===== src/rtl/player_motion_ctrl_pkg.sv =====
// Shared constants, types and helpers for the balance-board ball motion sequencer.
// The renderer derives its circle test from the same RADIUS via RADIUS_SQUARE.
package player_motion_ctrl_pkg;

  localparam int H_ACTIVE       = 640;
  localparam int V_ACTIVE       = 480;
  localparam int RADIUS         = 16;
  localparam int RADIUS_SQUARE  = RADIUS * RADIUS;
  localparam int HOME_X         = 320;
  localparam int HOME_Y         = 240;
  localparam int TILT_SHIFT     = 2;
  localparam int FRICTION_SHIFT = 4;
  localparam int VMAX           = 64;
  localparam int X_LIMIT        = H_ACTIVE - 1 - RADIUS;
  localparam int Y_LIMIT        = V_ACTIVE - 1 - RADIUS;

  typedef logic signed [7:0] q44_t;   // signed Q4.4 px/frame
  typedef logic [13:0]       pos_q_t; // unsigned Q10.4 px

  typedef enum logic [2:0] {
    S_IDLE,
    S_SAMPLE,
    S_VEL,
    S_POS,
    S_COLLIDE,
    S_COMMIT
  } state_t;

  // Arithmetic right shift that rounds toward zero instead of toward -inf.
  function automatic logic signed [9:0] trunc_shr(input logic signed [9:0] x, input int sh);
    logic signed [9:0] bias;
    bias = x[9] ? 10'((1 << sh) - 1) : 10'sd0;
    return (x + bias) >>> sh;
  endfunction

endpackage


===== src/rtl/player_motion_ctrl_if.sv =====
// Frame-control and published-motion signals between game logic and the motion sequencer.
interface player_motion_ctrl_if;
  import player_motion_ctrl_pkg::*;

  logic        frame_tick;
  logic        game_en;
  logic        restart;
  q44_t        tilt_x;
  q44_t        tilt_y;
  logic [10:0] position_x;
  logic [10:0] position_y;
  q44_t        vel_x;
  q44_t        vel_y;
  logic [3:0]  wall_hit;
  logic        update_done;
  logic        overrun;

  modport master (
    output frame_tick, game_en, restart, tilt_x, tilt_y,
    input  position_x, position_y, vel_x, vel_y, wall_hit, update_done, overrun
  );

  modport slave (
    input  frame_tick, game_en, restart, tilt_x, tilt_y,
    output position_x, position_y, vel_x, vel_y, wall_hit, update_done, overrun
  );
endinterface


===== src/rtl/player_motion_ctrl_axis_step.sv =====
// Combinational per-axis motion step: velocity update, position integrate and wall resolve.
// Each stage reads the registered result of the previous one, so the FSM spaces them a cycle apart.
module player_motion_ctrl_axis_step
  import player_motion_ctrl_pkg::*;
#(
  parameter int LIMIT = X_LIMIT
) (
  input  q44_t               v,
  input  q44_t               tilt,
  input  q44_t               v_stage,
  input  pos_q_t             pos,
  input  logic signed [15:0] p_stage,
  output q44_t               v_vel,
  output logic signed [15:0] p_pos,
  output logic signed [15:0] p_col,
  output q44_t               v_col,
  output logic               hit_lo,
  output logic               hit_hi
);

  localparam logic signed [9:0]  VMAX_W  = 10'(VMAX);
  localparam logic signed [15:0] LO_Q    = 16'(RADIUS * 16);
  localparam logic signed [15:0] HI_Q    = 16'(LIMIT * 16);
  // First Q10.4 value whose integer part lies beyond the high wall.
  localparam logic signed [15:0] HI_TRIP = 16'((LIMIT + 1) * 16);

  logic signed [9:0] v_w, tilt_w, accel, drag, sum, sat, vs_w, bounce;

  // NOTE: every combinational output gets a default at the top of the block, so no path infers a latch.
  always_comb begin
    v_w    = {{2{v[7]}}, v};
    tilt_w = {{2{tilt[7]}}, tilt};
    accel  = tilt_w >>> TILT_SHIFT;
    drag   = trunc_shr(v_w, FRICTION_SHIFT);
    sum    = v_w + accel - drag;
    if (sum > VMAX_W)       sat = VMAX_W;
    else if (sum < -VMAX_W) sat = -VMAX_W;
    else                    sat = sum;
    v_vel  = sat[7:0];

    p_pos  = $signed({2'b00, pos}) + $signed({{8{v_stage[7]}}, v_stage});

    vs_w   = {{2{v_stage[7]}}, v_stage};
    bounce = -trunc_shr(vs_w, 1);
    p_col  = p_stage;
    v_col  = v_stage;
    hit_lo = 1'b0;
    hit_hi = 1'b0;
    // A negative position is also below LO_Q, so it resolves against the low wall.
    if (p_stage < LO_Q) begin
      p_col  = LO_Q;
      v_col  = bounce[7:0];
      hit_lo = 1'b1;
    end else if (p_stage >= HI_TRIP) begin
      p_col  = HI_Q;
      v_col  = bounce[7:0];
      hit_hi = 1'b1;
    end
  end

endmodule


===== src/rtl/player_motion_ctrl.sv =====
// Per-frame ball motion sequencer: one tick in vblank runs SAMPLE..COMMIT and publishes the new
// centre only at COMMIT, so the renderer never sees a half-updated position.
module player_motion_ctrl
  import player_motion_ctrl_pkg::*;
(
  input logic                 clk,
  input logic                 rst,
  player_motion_ctrl_if.slave bus
);

  state_t             state, state_nxt;
  pos_q_t             pos_x, pos_y;
  q44_t               v_x, v_y, tilt_xl, tilt_yl, vs_x, vs_y;
  logic signed [15:0] ps_x, ps_y;
  logic [3:0]         hit_s, wall_hit;
  logic               update_done, overrun;

  q44_t               v_vel_x, v_vel_y, v_col_x, v_col_y;
  logic signed [15:0] p_pos_x, p_pos_y, p_col_x, p_col_y;
  logic               hit_left, hit_right, hit_top, hit_bottom;

  player_motion_ctrl_axis_step #(.LIMIT(X_LIMIT)) u_axis_x (
    .v(v_x), .tilt(tilt_xl), .v_stage(vs_x), .pos(pos_x), .p_stage(ps_x),
    .v_vel(v_vel_x), .p_pos(p_pos_x), .p_col(p_col_x), .v_col(v_col_x),
    .hit_lo(hit_left), .hit_hi(hit_right)
  );

  player_motion_ctrl_axis_step #(.LIMIT(Y_LIMIT)) u_axis_y (
    .v(v_y), .tilt(tilt_yl), .v_stage(vs_y), .pos(pos_y), .p_stage(ps_y),
    .v_vel(v_vel_y), .p_pos(p_pos_y), .p_col(p_col_y), .v_col(v_col_y),
    .hit_lo(hit_top), .hit_hi(hit_bottom)
  );

  // NOTE: sequential state uses non-blocking assignments so all registers sample pre-edge values.
  always_ff @(posedge clk or negedge rst) begin
    if (!rst) state <= S_IDLE;
    else      state <= state_nxt;
  end

  always_comb begin
    state_nxt = state;
    case (state)
      S_IDLE:    if (bus.frame_tick && bus.game_en) state_nxt = S_SAMPLE;
      S_SAMPLE:  state_nxt = S_VEL;
      S_VEL:     state_nxt = S_POS;
      S_POS:     state_nxt = S_COLLIDE;
      S_COLLIDE: state_nxt = S_COMMIT;
      S_COMMIT:  state_nxt = S_IDLE;
      default:   state_nxt = S_IDLE;
    endcase
    if (bus.restart) state_nxt = S_IDLE;
  end

  always_ff @(posedge clk or negedge rst) begin
    if (!rst) begin
      pos_x       <= pos_q_t'(HOME_X << 4);
      pos_y       <= pos_q_t'(HOME_Y << 4);
      v_x         <= '0;
      v_y         <= '0;
      tilt_xl     <= '0;
      tilt_yl     <= '0;
      vs_x        <= '0;
      vs_y        <= '0;
      ps_x        <= '0;
      ps_y        <= '0;
      hit_s       <= '0;
      wall_hit    <= '0;
      update_done <= 1'b0;
      overrun     <= 1'b0;
    end else begin
      update_done <= 1'b0;
      wall_hit    <= '0;
      if (bus.restart) begin
        pos_x   <= pos_q_t'(HOME_X << 4);
        pos_y   <= pos_q_t'(HOME_Y << 4);
        v_x     <= '0;
        v_y     <= '0;
        overrun <= 1'b0;
      end else begin
        // A tick during a running sequence is dropped, only flagged.
        if (bus.frame_tick && state != S_IDLE) overrun <= 1'b1;
        case (state)
          S_SAMPLE: begin
            tilt_xl <= bus.tilt_x;
            tilt_yl <= bus.tilt_y;
          end
          S_VEL: begin
            vs_x <= v_vel_x;
            vs_y <= v_vel_y;
          end
          S_POS: begin
            ps_x <= p_pos_x;
            ps_y <= p_pos_y;
          end
          S_COLLIDE: begin
            ps_x  <= p_col_x;
            ps_y  <= p_col_y;
            vs_x  <= v_col_x;
            vs_y  <= v_col_y;
            hit_s <= {hit_bottom, hit_top, hit_right, hit_left};
          end
          S_COMMIT: begin
            pos_x       <= ps_x[13:0];
            pos_y       <= ps_y[13:0];
            v_x         <= vs_x;
            v_y         <= vs_y;
            wall_hit    <= hit_s;
            update_done <= 1'b1;
          end
          default: ;
        endcase
      end
    end
  end

  assign bus.position_x  = {1'b0, pos_x[13:4]};
  assign bus.position_y  = {1'b0, pos_y[13:4]};
  assign bus.vel_x       = v_x;
  assign bus.vel_y       = v_y;
  assign bus.wall_hit    = wall_hit;
  assign bus.update_done = update_done;
  assign bus.overrun     = overrun;

endmodule


===== src/flat_wrapper.sv =====
// flat-port wrapper written by rule: the top's interface ports become plain ports
module player_motion_ctrl_flat import player_motion_ctrl_pkg::*;
  (clk, rst, bus_frame_tick, bus_game_en, bus_restart, bus_tilt_x, bus_tilt_y, bus_position_x, bus_position_y, bus_vel_x, bus_vel_y, bus_wall_hit, bus_update_done, bus_overrun);
  player_motion_ctrl_if bus_i ();
  input logic clk;
  input logic rst;
  input wire logic [$bits(bus_i.frame_tick)-1:0] bus_frame_tick;
  input wire logic [$bits(bus_i.game_en)-1:0] bus_game_en;
  input wire logic [$bits(bus_i.restart)-1:0] bus_restart;
  input wire logic [$bits(bus_i.tilt_x)-1:0] bus_tilt_x;
  input wire logic [$bits(bus_i.tilt_y)-1:0] bus_tilt_y;
  output wire logic [$bits(bus_i.position_x)-1:0] bus_position_x;
  output wire logic [$bits(bus_i.position_y)-1:0] bus_position_y;
  output wire logic [$bits(bus_i.vel_x)-1:0] bus_vel_x;
  output wire logic [$bits(bus_i.vel_y)-1:0] bus_vel_y;
  output wire logic [$bits(bus_i.wall_hit)-1:0] bus_wall_hit;
  output wire logic [$bits(bus_i.update_done)-1:0] bus_update_done;
  output wire logic [$bits(bus_i.overrun)-1:0] bus_overrun;
  assign bus_i.frame_tick = bus_frame_tick;
  assign bus_i.game_en = bus_game_en;
  assign bus_i.restart = bus_restart;
  assign bus_i.tilt_x = bus_tilt_x;
  assign bus_i.tilt_y = bus_tilt_y;
  assign bus_position_x = bus_i.position_x;
  assign bus_position_y = bus_i.position_y;
  assign bus_vel_x = bus_i.vel_x;
  assign bus_vel_y = bus_i.vel_y;
  assign bus_wall_hit = bus_i.wall_hit;
  assign bus_update_done = bus_i.update_done;
  assign bus_overrun = bus_i.overrun;
  player_motion_ctrl u_core (.clk(clk), .rst(rst), .bus(bus_i));
endmodule

===== config.mk =====
export PLATFORM = sky130hd
export DESIGN_NAME = player_motion_ctrl_flat
export DESIGN_NICKNAME = d
export VERILOG_FILES = /design/src/rtl/player_motion_ctrl_pkg.sv /design/src/rtl/player_motion_ctrl_if.sv /design/src/rtl/player_motion_ctrl_axis_step.sv /design/src/rtl/player_motion_ctrl.sv /design/src/flat_wrapper.sv
export SDC_FILE = /design/constraint.sdc
export NUM_CORES = 1
export LEC_CHECK = 0
export CORE_ASPECT_RATIO = 1.2
export CORE_UTILIZATION = 65
export DETAILED_ROUTE_END_ITERATION = 16
export DONT_BUFFER_PORTS = 1
export HOLD_SLACK_MARGIN = 0.03
export PLACE_DENSITY = 0.81
export RECOVER_POWER = 50
export SLEW_MARGIN = 0
export SYNTH_ARGS = -nofsm -noshare
export SYNTH_HDL_FRONTEND = slang
export SYNTH_SLANG_ARGS = --single-unit

===== constraint.sdc =====
create_clock -name clk -period 5.2 [get_ports clk]
set_input_delay 1.04 -clock clk [delete_from_list [all_inputs] [get_ports clk]]
set_output_delay 1.04 -clock clk [all_outputs]
set_load 0.01 [all_outputs]

==> metrics, run 1 <==
first-pass GRT wire length=33620 um; post-synth top area share=33.22%; clock latency reported for the late side of the worst-skew pair=0.42 ns; detailed router's first-iteration violation count=415; top cells by instance count after synthesis=111 x sky130_fd_sc_hd__dfrtp_1, 65 x sky130_fd_sc_hd__nand2_1, 62 x sky130_fd_sc_hd__ha_1; proportion of total power due to net switching=41.13%; Leakage=3.995 nW; CTS H-tree lvls=4; number of hold violations in the final report=0; Reg-to-Reg End=u_core.vs_y[3]; Synth Area per Inst=9.406 sq um; final critical-path share of the clock period=90.19%; library cell with the highest instance count after synthesis=sky130_fd_sc_hd__dfrtp_1; vias after detailed routing=6818; area growth from synthesis to final layout=5.432%; endpoint type of the worst setup path=flop; register-to-register setup slack=0.51 ns; Flop pwr share=28.7%; power density relative to cell area=557.5 mW/mm^2; count of maximum capacitance violations=0; input/output buffers=0; number of antenna violations at the first check in global routing=0; total global routing track utilization=31.70%; Placement Rows=45; share of total power in combinational logic=48.0%; nets@finish=950; final max-slew violation count=0; synth unique cells=80; TritonCTS clock tree=done; post-layout util=69.90%; gate count after technology mapping=889; Max rail drop VDD=429.1 uV; cell area after synthesis=0.008362 sq mm; fill cell total of the finished layout=938; worst endpoint required time=5.47 ns; top routing layer in use=met4; final period demand of the worst path=4.690 ns; clock-pin slew on the worst setup and hold paths=0.06 ns; cell types with the largest area share after synthesis=sky130_fd_sc_hd__dfrtp_1 33%, sky130_fd_sc_hd__ha_1 9.3%, sky130_fd_sc_hd__fa_1 3.8%; #FFs+latches synth=117; worst-case clock buffer depth=2; Detailed Place HPWL=13840 um; worst hold-check path type=in -> async; Vert. Die Dim=126.2 um; maximum fanout encountered on the critical timing path=10; unrepaired setup endpoints after global routing=no; upper clock frequency limit=213.2 MHz; kind of launch point of the worst setup path=flop; clock share of power=23.3%; status=finished clean; die boundary width=105.5 um; vias per std cell=6.639; setup_tns=0 ns; GP Congestion=0.9020; maximum number of pins on one net before global-route repair=118; post-route antenna net violation count=0; setup fix buffers added after clock tree synthesis=0; class of the most critical setup path=reg -> reg; proportion of synthesized chip area in sequential cells=35.10%; biggest area consumer among synthesized cells=sky130_fd_sc_hd__dfrtp_1; critical register-to-register path startpoint=u_core.bus.vel_y[7]; Relative slew margins=28.41%; detailed-routing wirelength on met1=8203 um; sw power=2.021 mW; die area=0.01332 sq mm; detailed route wirelength on metal2=9743 um; flip-flop cell with the highest count after synthesis=sky130_fd_sc_hd__dfrtp_1; DR WL met3=1223 um; Yosys warning count=0; Worst Max-Slew Pin Slew=1.066 ns; total wirelength of the detailed-routed design=19800 um; proportion of synthesized flip-flops having asynchronous set or reset=100.0%; cell depth of the worst flop-to-flop path=15; final setup vio count=0; worst-case clock skew=0.009698 ns; share of layout cells above drive strength 1=7.995%; clock buffers created by TritonCTS=17; via count of the first global-routing pass=6979; core box area=0.01261 sq mm; I/O pin total=65; clock sinks=117; DRC violations left=0; Critical path destination=u_core.vs_y[3]; buffer type at the clock tree root=sky130_fd_sc_hd__clkbuf_16; arrival time at the worst endpoint=4.96 ns; Initial Utilization=66.30%; number of enable flip-flop cells after synthesis=0; Critical path origin=u_core.bus.vel_y[7]; antenna cell count=0; routed length per placed instance=19.28 um; remaining global-route overflow=0; cell-internal power=2.893 mW; iteration count of the initial detailed-routing pass=5
area by class of cell:
class	instances	area (sq um)	area share (%)
multi-input cells	667	4913	55.73
flip-flops and latches	117	2935	33.30
clock buffers	21	460.4	5.223
well taps	164	205.2	2.328
inverters	44	166.4	1.888
clock inverters	10	108.9	1.235
repair buffers	4	26.28	0.2980
worst max-delay path: stages, from the launching register on:
cell                        delay (ns)
sky130_fd_sc_hd__dfrtp_1          0.60
sky130_fd_sc_hd__ha_1             0.31
sky130_fd_sc_hd__a31o_2           0.24
sky130_fd_sc_hd__a21o_1           0.17
sky130_fd_sc_hd__a21oi_1          0.21
sky130_fd_sc_hd__nor2b_1          0.13
sky130_fd_sc_hd__xor2_1           0.17
sky130_fd_sc_hd__fa_1             0.51
sky130_fd_sc_hd__fa_1             0.50
sky130_fd_sc_hd__nor2b_1          0.18
sky130_fd_sc_hd__o311ai_1         0.16
sky130_fd_sc_hd__a221oi_1         0.48
sky130_fd_sc_hd__xnor2_1          0.18
sky130_fd_sc_hd__nand4_1          0.15
sky130_fd_sc_hd__a2bb2oi_1        0.43
sky130_fd_sc_hd__o31ai_1          0.11
cells by family (layout without fill, tap and decap cells):
logic type	after synthesis	count (layout)	synth area share [%]
XOR/XNOR	55	55	5.761
buffers and inverters	106	79	6.284
adder cells (fa/ha/maj)	78	78	13.11
other	1	2	0.04485
flip-flops	117	117	35.10
AND/OR/NAND/NOR	244	244	14.96
AO/OA/AOI/OAI	269	269	22.28
multiplexers	19	19	2.454
sequential cells by signal (all words and copies together) (netlist names):
| name | flops |
|---|---|
| u_core.state | 3 |
| u_core.pos_x | 14 |
| u_core.bus.wall_hit | 4 |
| u_core.vs_y | 8 |
| u_core.bus.overrun | 1 |
| u_core.tilt_yl | 6 |
| u_core.ps_y | 16 |
| u_core.bus.update_done | 1 |
| u_core.hit_s | 4 |
| u_core.ps_x | 16 |
| u_core.pos_y | 14 |
| u_core.bus.vel_x | 8 |
| u_core.bus.vel_y | 8 |
| u_core.vs_x | 8 |
| u_core.tilt_xl | 6 |
power groups by stage:
| stage | logic, mW | clock network (mW) | registers, mW |
|---|---|---|---|
| CTS | 2.33 | 1.15 | 1.40 |
| floorplan | 1.97 | 0 | 1.27 |
| detailed placement | 2.30 | 0 | 1.42 |
| global placement | 2.20 | 0 | 1.40 |
| global route | 2.63 | 1.18 | 1.45 |
| finish | 2.36 | 1.14 | 1.41 |
layer usage:
metal  vias to the layer above  global-route usage [%]
met3                        61                   6.625
met2                       254                   52.67
met4                         0                   15.44
met5                         -                       0
li1                       3169                       -
met1                      3334                   39.40
per-stage QoR:
| step | cell area, sq um | power [mW] | hold WS (ns) | setup WS [ns] | cells |
|---|---|---|---|---|---|
| after floorplan | 8366 | 3.240 | 0.4387 | 1.180 | 890 |
| after global placement | 8255 | 3.600 | 0.4528 | 0.5865 | 996 |
| after detailed placement | 8255 | 3.720 | 0.4669 | 0.4122 | 996 |
| after CTS | 8825 | 4.888 | 0.3055 | 0.3807 | 1027 |
| after global routing | 8816 | 5.261 | 0.3046 | 0.09887 | 1027 |
| final | 8816 | 4.915 | 0.3111 | 0.5103 | 1027 |
how the worst min path moves through the flow:
| stage | slack [ns] | endpoint | cells after the start | startpoint |
|---|---|---|---|---|
| detailed placement | 0.47 | u_core.hit_s[0] | 1 | u_core.hit_s[0] |
| global route | 0.30 | u_core.ps_y[5] | 0 | rst |
| finish | 0.31 | u_core.ps_y[5] | 0 | rst |
| CTS | 0.31 | u_core.ps_x[10] | 0 | rst |
| floorplan | 0.44 | u_core.hit_s[3] | 2 | u_core.hit_s[3] |
| global placement | 0.45 | u_core.hit_s[1] | 1 | u_core.hit_s[1] |
timing repair:
item / 4_1_cts / 5_1_grt
hold buffers: 0 / 0
endpoints found under the setup margin: 0 / 4
gates resized for setup: 0 / 1
layout by cell type, fill, tap and decap left out, drive strengths merged, types with 26 or more instances in the layout:
master / Yosys / routed
nor2: 41 / 41
nand2: 66 / 66
a22o: 31 / 31
a21oi: 55 / 55
xnor2: 31 / 31
inv: 43 / 43
ha: 62 / 62
o21ai: 55 / 55
dfrtp: 111 / 111
nor3: 26 / 26
(Power assumes the default switching activity.)
==> run 2: changes to the inputs <==
--- a/config.mk
+++ b/config.mk
@@ -9,10 +9,11 @@
 export CORE_UTILIZATION = 65
 export DETAILED_ROUTE_END_ITERATION = 16
 export DONT_BUFFER_PORTS = 1
+export GPL_TIMING_DRIVEN = 0
 export HOLD_SLACK_MARGIN = 0.03
 export PLACE_DENSITY = 0.81
 export RECOVER_POWER = 50
-export SLEW_MARGIN = 0
+export SLEW_MARGIN = 10
 export SYNTH_ARGS = -nofsm -noshare
 export SYNTH_HDL_FRONTEND = slang
 export SYNTH_SLANG_ARGS = --single-unit
==> constraint.sdc (replaced) <==
create_clock -name clk -period 5.9 [get_ports clk]
set_input_delay 1.18 -clock clk [delete_from_list [all_inputs] [get_ports clk]]
set_output_delay 1.18 -clock clk [all_outputs]
set_load 0.01 [all_outputs]
==> metrics, run 2 (synthesis gave the netlist of run 1 again) <==
number of antenna violations at the first check in global routing=0 (unchanged); nets@finish=1008 (was 950); post-route antenna net violation count=0 (unchanged); worst-case clock skew=0.006516 ns (was 0.009698 ns); most utilized layer in the global route result=met2 (unchanged); Critical path origin=u_core.bus.vel_x[7] (was u_core.bus.vel_y[7]); top flop regs=u_core.ps_x x16, u_core.ps_y x16 (unchanged); count of instances resized after the clock tree is built=0 (unchanged); maximum number of pins on one net before global-route repair=118 (unchanged); Max rail drop VDD=407.2 uV (was 429.1 uV); Detailed Place HPWL=15450 um (was 13840 um); power density relative to cell area=485.2 mW/mm^2 (was 557.5 mW/mm^2); setup_tns=0 ns (unchanged); routed length per placed instance=20.01 um (was 19.28 um); area growth from synthesis to final layout=9.711% (was 5.432%); TritonCTS clock tree=done (unchanged); GRT met2 Usage=59.29% (was 52.67%); clock buffers created by TritonCTS=17 (unchanged); most common library cell in the layout ignoring fill and taps=sky130_fd_sc_hd__dfrtp_1 (unchanged); Reg-to-Reg End=u_core.vs_x[3] (was u_core.vs_y[3]); Leakage=4.179 nW (was 3.995 nW); CTS H-tree lvls=4 (unchanged); Vert. Die Dim=126.2 um (unchanged); Relative slew margins=16.56% (was 28.41%); global-route met1 utilization=40.41% (was 39.40%); input/output buffers=0 (unchanged); Initial Utilization=66.30% (unchanged); remaining global-route overflow=0 (unchanged); GP Congestion=0.9173 (was 0.9020); Placement Rows=45 (unchanged); worst endpoint required time=6.15 ns (was 5.47 ns); number of hold violations in the final report=0 (unchanged); count of maximum capacitance violations=0 (unchanged); post-layout util=72.74% (was 69.90%); first-pass GRT wire length=35760 um (was 33620 um); setup fix buffers added after clock tree synthesis=0 (unchanged); critical register-to-register path startpoint=u_core.bus.vel_x[7] (was u_core.bus.vel_y[7]); clock-pin slew on the worst setup and hold paths=0.05 ns (was 0.06 ns); detailed router's first-iteration violation count=575 (was 415); fill cell total of the finished layout=930 (was 938); upper clock frequency limit=206.9 MHz (was 213.2 MHz); total global routing track utilization=34.14% (was 31.70%); maximum fanout encountered on the critical timing path=5 (was 10); status=finished clean (unchanged); final max-slew violation count=0 (unchanged); final period demand of the worst path=4.834 ns (was 4.690 ns); iteration count of the initial detailed-routing pass=5 (unchanged); worst hold-check path type=in -> async (unchanged); M3 GR Usage=6.936% (was 6.625%); clock sinks=117 (unchanged); worst-case clock buffer depth=2 (unchanged); via count of the first global-routing pass=7288 (was 6979); buffer type at the clock tree root=sky130_fd_sc_hd__clkbuf_16 (unchanged); share of layout cells above drive strength 1=10.41% (was 7.995%); die area=0.01332 sq mm (unchanged); CTS Hold Bufs=0 (unchanged); arrival time at the worst endpoint=5.08 ns (was 4.96 ns); top library cells by usage in the layout, fill and taps aside=111 x sky130_fd_sc_hd__dfrtp_1, 65 x sky130_fd_sc_hd__nand2_1, 62 x sky130_fd_sc_hd__ha_1, 55 x sky130_fd_sc_hd__a21oi_1, 52 x sky130_fd_sc_hd__o21ai_0 (was 111 x sky130_fd_sc_hd__dfrtp_1, 65 x sky130_fd_sc_hd__nand2_1, 62 x sky130_fd_sc_hd__ha_1, 54 x sky130_fd_sc_hd__a21oi_1, 52 x sky130_fd_sc_hd__o21ai_0); antenna cell count=0 (unchanged); final setup vio count=0 (unchanged); total wirelength of the detailed-routed design=21730 um (was 19800 um); endpoint type of the worst setup path=flop (unchanged); Worst Max-Slew Pin Slew=1.249 ns (was 1.066 ns); class of the most critical setup path=reg -> reg (unchanged); register-to-register setup slack=1.07 ns (was 0.51 ns); DRC violations left=0 (unchanged); vias per std cell=6.630 (was 6.639); die boundary width=105.5 um (unchanged); final critical-path share of the clock period=81.93% (was 90.19%); kind of launch point of the worst setup path=flop (unchanged); vias after detailed routing=7200 (was 6818); unrepaired setup endpoints after global routing=no (unchanged); I/O pin total=65 (unchanged); cell depth of the worst flop-to-flop path=16 (was 15); core box area=0.01261 sq mm (unchanged); clock latency reported for the late side of the worst-skew pair=0.42 ns (about the same)
[run 2: cell type report]
type / instances / area (sq um) / share of cell area [%]
clock inverter: 9 / 125.1 / 1.364
sequential: 117 / 2935 / 32.00
tap: 164 / 205.2 / 2.237
multi-input combinational: 667 / 4905 / 53.46
clock buffer: 23 / 478.0 / 5.210
inverter: 44 / 166.4 / 1.814
buffer: 62 / 359.1 / 3.914
[run 2: worst max path at each step]
stage          depth (start not counted)        endpoint  slack, ns
2_1_floorplan                         15  u_core.vs_y[4]       1.88
3_3_place_gp                          16  u_core.vs_x[3]       1.38
3_5_place_dp                          16  u_core.vs_x[0]       1.25
4_1_cts                               16  u_core.vs_x[3]       1.16
5_1_grt                               16  u_core.vs_x[3]       0.64
6_report                              16  u_core.vs_x[3]       1.07
[run 2: per-stage QoR]
| step | hold WS, ns | setup slack [ns] | cell area, sq um | cells | power, mW |
|---|---|---|---|---|---|
| after floorplan | 0.4387 | 1.880 | 8366 | 890 | 2.856 |
| final | 0.4536 | 1.066 | 9174 | 1086 | 4.452 |
| after global placement | 0.4533 | 1.375 | 8571 | 1054 | 3.203 |
| after global routing | 0.4488 | 0.6428 | 9174 | 1086 | 4.737 |
| after detailed placement | 0.4565 | 1.247 | 8571 | 1054 | 3.314 |
| after CTS | 0.4494 | 1.162 | 9174 | 1086 | 4.399 |
[run 2: power by group]
group	total [mW]	switching (mW)	leakage (nW)	internal (mW)
logic	2.20	1.25	2.36	0.946
registers	1.19	0.203	1.53	0.983
clock network	1.07	0.372	0.293	0.694
[run 2: routing by layer]
| metal | up-vias | share of wire, % |
|---|---|---|
| li1 | 3276 | - |
| met1 | 3460 | 39 |
| met2 | 378 | 49 |
| met3 | 86 | 7.4 |
| met4 | 0 | 3.7 |
| met5 | - | 0 |
[run 2: critical path, stage by stage, from the launching register on]
cell and delay (ns):
sky130_fd_sc_hd__dfrtp_1 0.47, sky130_fd_sc_hd__ha_1 0.31, sky130_fd_sc_hd__a31o_2 0.24, sky130_fd_sc_hd__a21o_1 0.17
sky130_fd_sc_hd__a21oi_1 0.23, sky130_fd_sc_hd__nor2b_1 0.14, sky130_fd_sc_hd__xor2_1 0.18, sky130_fd_sc_hd__fa_1 0.57
sky130_fd_sc_hd__inv_1 0.06, sky130_fd_sc_hd__ha_1 0.28, sky130_fd_sc_hd__a211oi_1 0.36, sky130_fd_sc_hd__o21ai_0 0.21
sky130_fd_sc_hd__a21oi_1 0.24, sky130_fd_sc_hd__xnor2_1 0.16, sky130_fd_sc_hd__nand4_1 0.13, sky130_fd_sc_hd__a21boi_0 0.68
sky130_fd_sc_hd__a221oi_1 0.23
==> run 3: changes to the inputs <==
==> constraint.sdc (replaced) <==
create_clock -name clk -period 4.8 [get_ports clk]
set_input_delay 0.96 -clock clk [delete_from_list [all_inputs] [get_ports clk]]
set_output_delay 0.96 -clock clk [all_outputs]
set_load 0.01 [all_outputs]
==> metrics, run 3 (synthesis gave the netlist of run 1 again) <==
worst hold-check path type=in -> async (unchanged); Cell Chain, Critical Path=ha_1, a31o_2, a21o_1, a21oi_1, nor2b_1, xor2_1, fa_1, fa_1, nor2b_1, o311ai_2, a211o_1, o2111ai_1, o31a_1, a2bb2oi_1, o31ai_1 (was ha_1, a31o_2, a21o_1, a21oi_1, nor2b_1, xor2_1, fa_1, inv_1, ha_1, a211oi_1, o21ai_0, a21oi_1, xnor2_1, nand4_1, a21boi_0, a221oi_1); routed length per placed instance=19.99 um (was 20.01 um); core box area=0.01261 sq mm (unchanged); gate family responsible for the most delay along the worst path=compound AO/OA/AOI/OAI gates (unchanged); die area=0.01332 sq mm (unchanged); GP Congestion=0.9173 (unchanged); storage element area=0.002935 sq mm (unchanged); Detailed Place HPWL=15450 um (unchanged); Multi-input gate area=0.004954 sq mm (was 0.004905 sq mm); clock latency reported for the late side of the worst-skew pair=0.42 ns (about the same); final setup vio count=0 (unchanged); Crit-path slowest cell=sky130_fd_sc_hd__fa_1 (was sky130_fd_sc_hd__a21boi_0); Relative slew margins=18.67% (was 16.56%); sw power=2.298 mW (was 1.829 mW); post-layout util=73.13% (was 72.74%); area growth from synthesis to final layout=10.29% (was 9.711%); setup fix buffers added after clock tree synthesis=0 (unchanged); DRC violations left=0 (unchanged); power density relative to cell area=603.1 mW/mm^2 (was 485.2 mW/mm^2); share of layout cells above drive strength 1=11.39% (was 10.41%); iteration count of the initial detailed-routing pass=5 (unchanged); number of hold violations in the final report=0 (unchanged); fill cell total of the finished layout=928 (was 930); I/O pin total=65 (unchanged); count of instances resized after the clock tree is built=0 (unchanged); Initial Utilization=66.30% (unchanged); total global routing track utilization=34.14% (unchanged); antenna cell count=0 (unchanged); endpoint type of the worst setup path=flop (unchanged); critical register-to-register path startpoint=u_core.bus.vel_y[7] (was u_core.bus.vel_x[7]); worst endpoint required time=5.08 ns (was 6.15 ns); nets@finish=1008 (unchanged); count of maximum capacitance violations=0 (unchanged); unrepaired setup endpoints after global routing=no (unchanged); Worst Max-Slew Pin Slew=1.217 ns (was 1.249 ns); top flop regs=u_core.ps_x x16, u_core.ps_y x16 (unchanged); via count of the first global-routing pass=7288 (unchanged); Placement Rows=45 (unchanged); clock buffers created by TritonCTS=17 (unchanged); kind of launch point of the worst setup path=flop (unchanged); maximum number of pins on one net before global-route repair=118 (unchanged); share of total power in combinational logic=50.2% (was 49.4%); CTS Hold Bufs=0 (unchanged); die boundary width=105.5 um (unchanged); Crit path largest cell delay=0.49 ns (was 0.68 ns); vias after detailed routing=7259 (was 7200); upper clock frequency limit=218.6 MHz (was 206.9 MHz); maximum fanout encountered on the critical timing path=5 (unchanged); final max-slew violation count=0 (unchanged); logic depth of the worst setup path including buffers=15 (was 16); Flop pwr share=26.2% (was 26.6%); proportion of total power due to net switching=41.31% (was 41.09%); top library cells by usage in the layout, fill and taps aside=111 x sky130_fd_sc_hd__dfrtp_1, 65 x sky130_fd_sc_hd__nand2_1, 62 x sky130_fd_sc_hd__ha_1, 53 x sky130_fd_sc_hd__a21oi_1, 52 x sky130_fd_sc_hd__o21ai_0 (was 111 x sky130_fd_sc_hd__dfrtp_1, 65 x sky130_fd_sc_hd__nand2_1, 62 x sky130_fd_sc_hd__ha_1, 55 x sky130_fd_sc_hd__a21oi_1, 52 x sky130_fd_sc_hd__o21ai_0); Leakage=4.190 nW (was 4.179 nW); final period demand of the worst path=4.576 ns (was 4.834 ns); clock sinks=117 (unchanged); number of antenna violations at the first check in global routing=0 (unchanged); cell depth of the worst flop-to-flop path=15 (was 16); post-route antenna net violation count=0 (unchanged); number of buffer and inverter instances along the worst setup path=0 (was 1); worst-case clock skew=0.006326 ns (was 0.006516 ns); Reg-to-Reg End=u_core.vs_y[3] (was u_core.vs_x[3]); worst-case clock buffer depth=2 (unchanged); clock share of power=23.6% (was 23.9%); final critical-path share of the clock period=95.32% (was 81.93%); total wirelength of the detailed-routed design=21710 um (was 21730 um); buffer type at the clock tree root=sky130_fd_sc_hd__clkbuf_16 (unchanged); setup_tns=0 ns (unchanged); arrival time at the worst endpoint=4.85 ns (was 5.08 ns); Max rail drop VDD=500.9 uV (was 407.2 uV); vias per std cell=6.684 (was 6.630); Vert. Die Dim=126.2 um (unchanged); remaining global-route overflow=0 (unchanged); most common library cell in the layout ignoring fill and taps=sky130_fd_sc_hd__dfrtp_1 (unchanged); detailed router's first-iteration violation count=511 (was 575); TritonCTS clock tree=done (unchanged); register-to-register setup slack=0.22 ns (was 1.07 ns); class of the most critical setup path=reg -> reg (unchanged); status=finished clean (unchanged); input/output buffers=0 (unchanged); CTS H-tree lvls=4 (unchanged); first-pass GRT wire length=35760 um (unchanged); clock-pin slew on the worst setup and hold paths=0.06 ns (was 0.05 ns); cell-internal power=3.264 mW (was 2.622 mW)
run 3: metrics by stage:
step / power, mW / cells / hold WS [ns] / setup slack, ns / cell area, sq um
after floorplan: 3.510 / 890 / 0.4387 / 0.7799 / 8366
after global placement: 3.937 / 1054 / 0.4533 / 0.2751 / 8571
after detailed placement: 4.074 / 1054 / 0.4565 / 0.1468 / 8571
after CTS: 5.407 / 1086 / 0.2294 / 0.06163 / 9174
after global routing: 5.905 / 1086 / 0.2288 / 0.02263 / 9223
final: 5.562 / 1086 / 0.2337 / 0.2245 / 9223
run 3: how the worst max path moves through the flow:
stage,endpoint,slack [ns],from
2_1_floorplan,u_core.vs_y[4],0.78,u_core.bus.vel_y[7]
4_1_cts,u_core.vs_x[3],0.06,u_core.bus.vel_x[7]
3_3_place_gp,u_core.vs_x[3],0.28,u_core.bus.vel_x[7]
6_report,u_core.vs_y[3],0.22,u_core.bus.vel_y[7]
5_1_grt,u_core.vs_x[3],0.02,u_core.bus.vel_x[7]
3_5_place_dp,u_core.vs_x[0],0.15,u_core.bus.vel_x[7]
run 3: area by class of cell:
cell class	instances	share of cell area, %
Clock buffer	23	5.182
Buffer	62	3.894
Clock inverter	9	1.357
Tap cell	164	2.225
Sequential cell	117	31.83
Multi-Input combinational cell	667	53.71
Inverter	44	1.804
run 3: power groups by stage:
stage                     Sequential (mW)  Combinational, mW  Clock, mW
after detailed placement             1.46               2.61          0
final                                1.46               2.79       1.31
after CTS                            1.45               2.64       1.31
after global routing                 1.48               3.07       1.35
after global placement               1.45               2.49          0
after floorplan                      1.38               2.13          0
run 3: routing by layer:
metal	routed length, um	global-route usage, %	vias up
li1	-	-	3273
met1	8632	40.41	3548
met2	10780	59.29	352
met3	1434	6.936	86
met4	858	16.42	0
met5	0	0	-
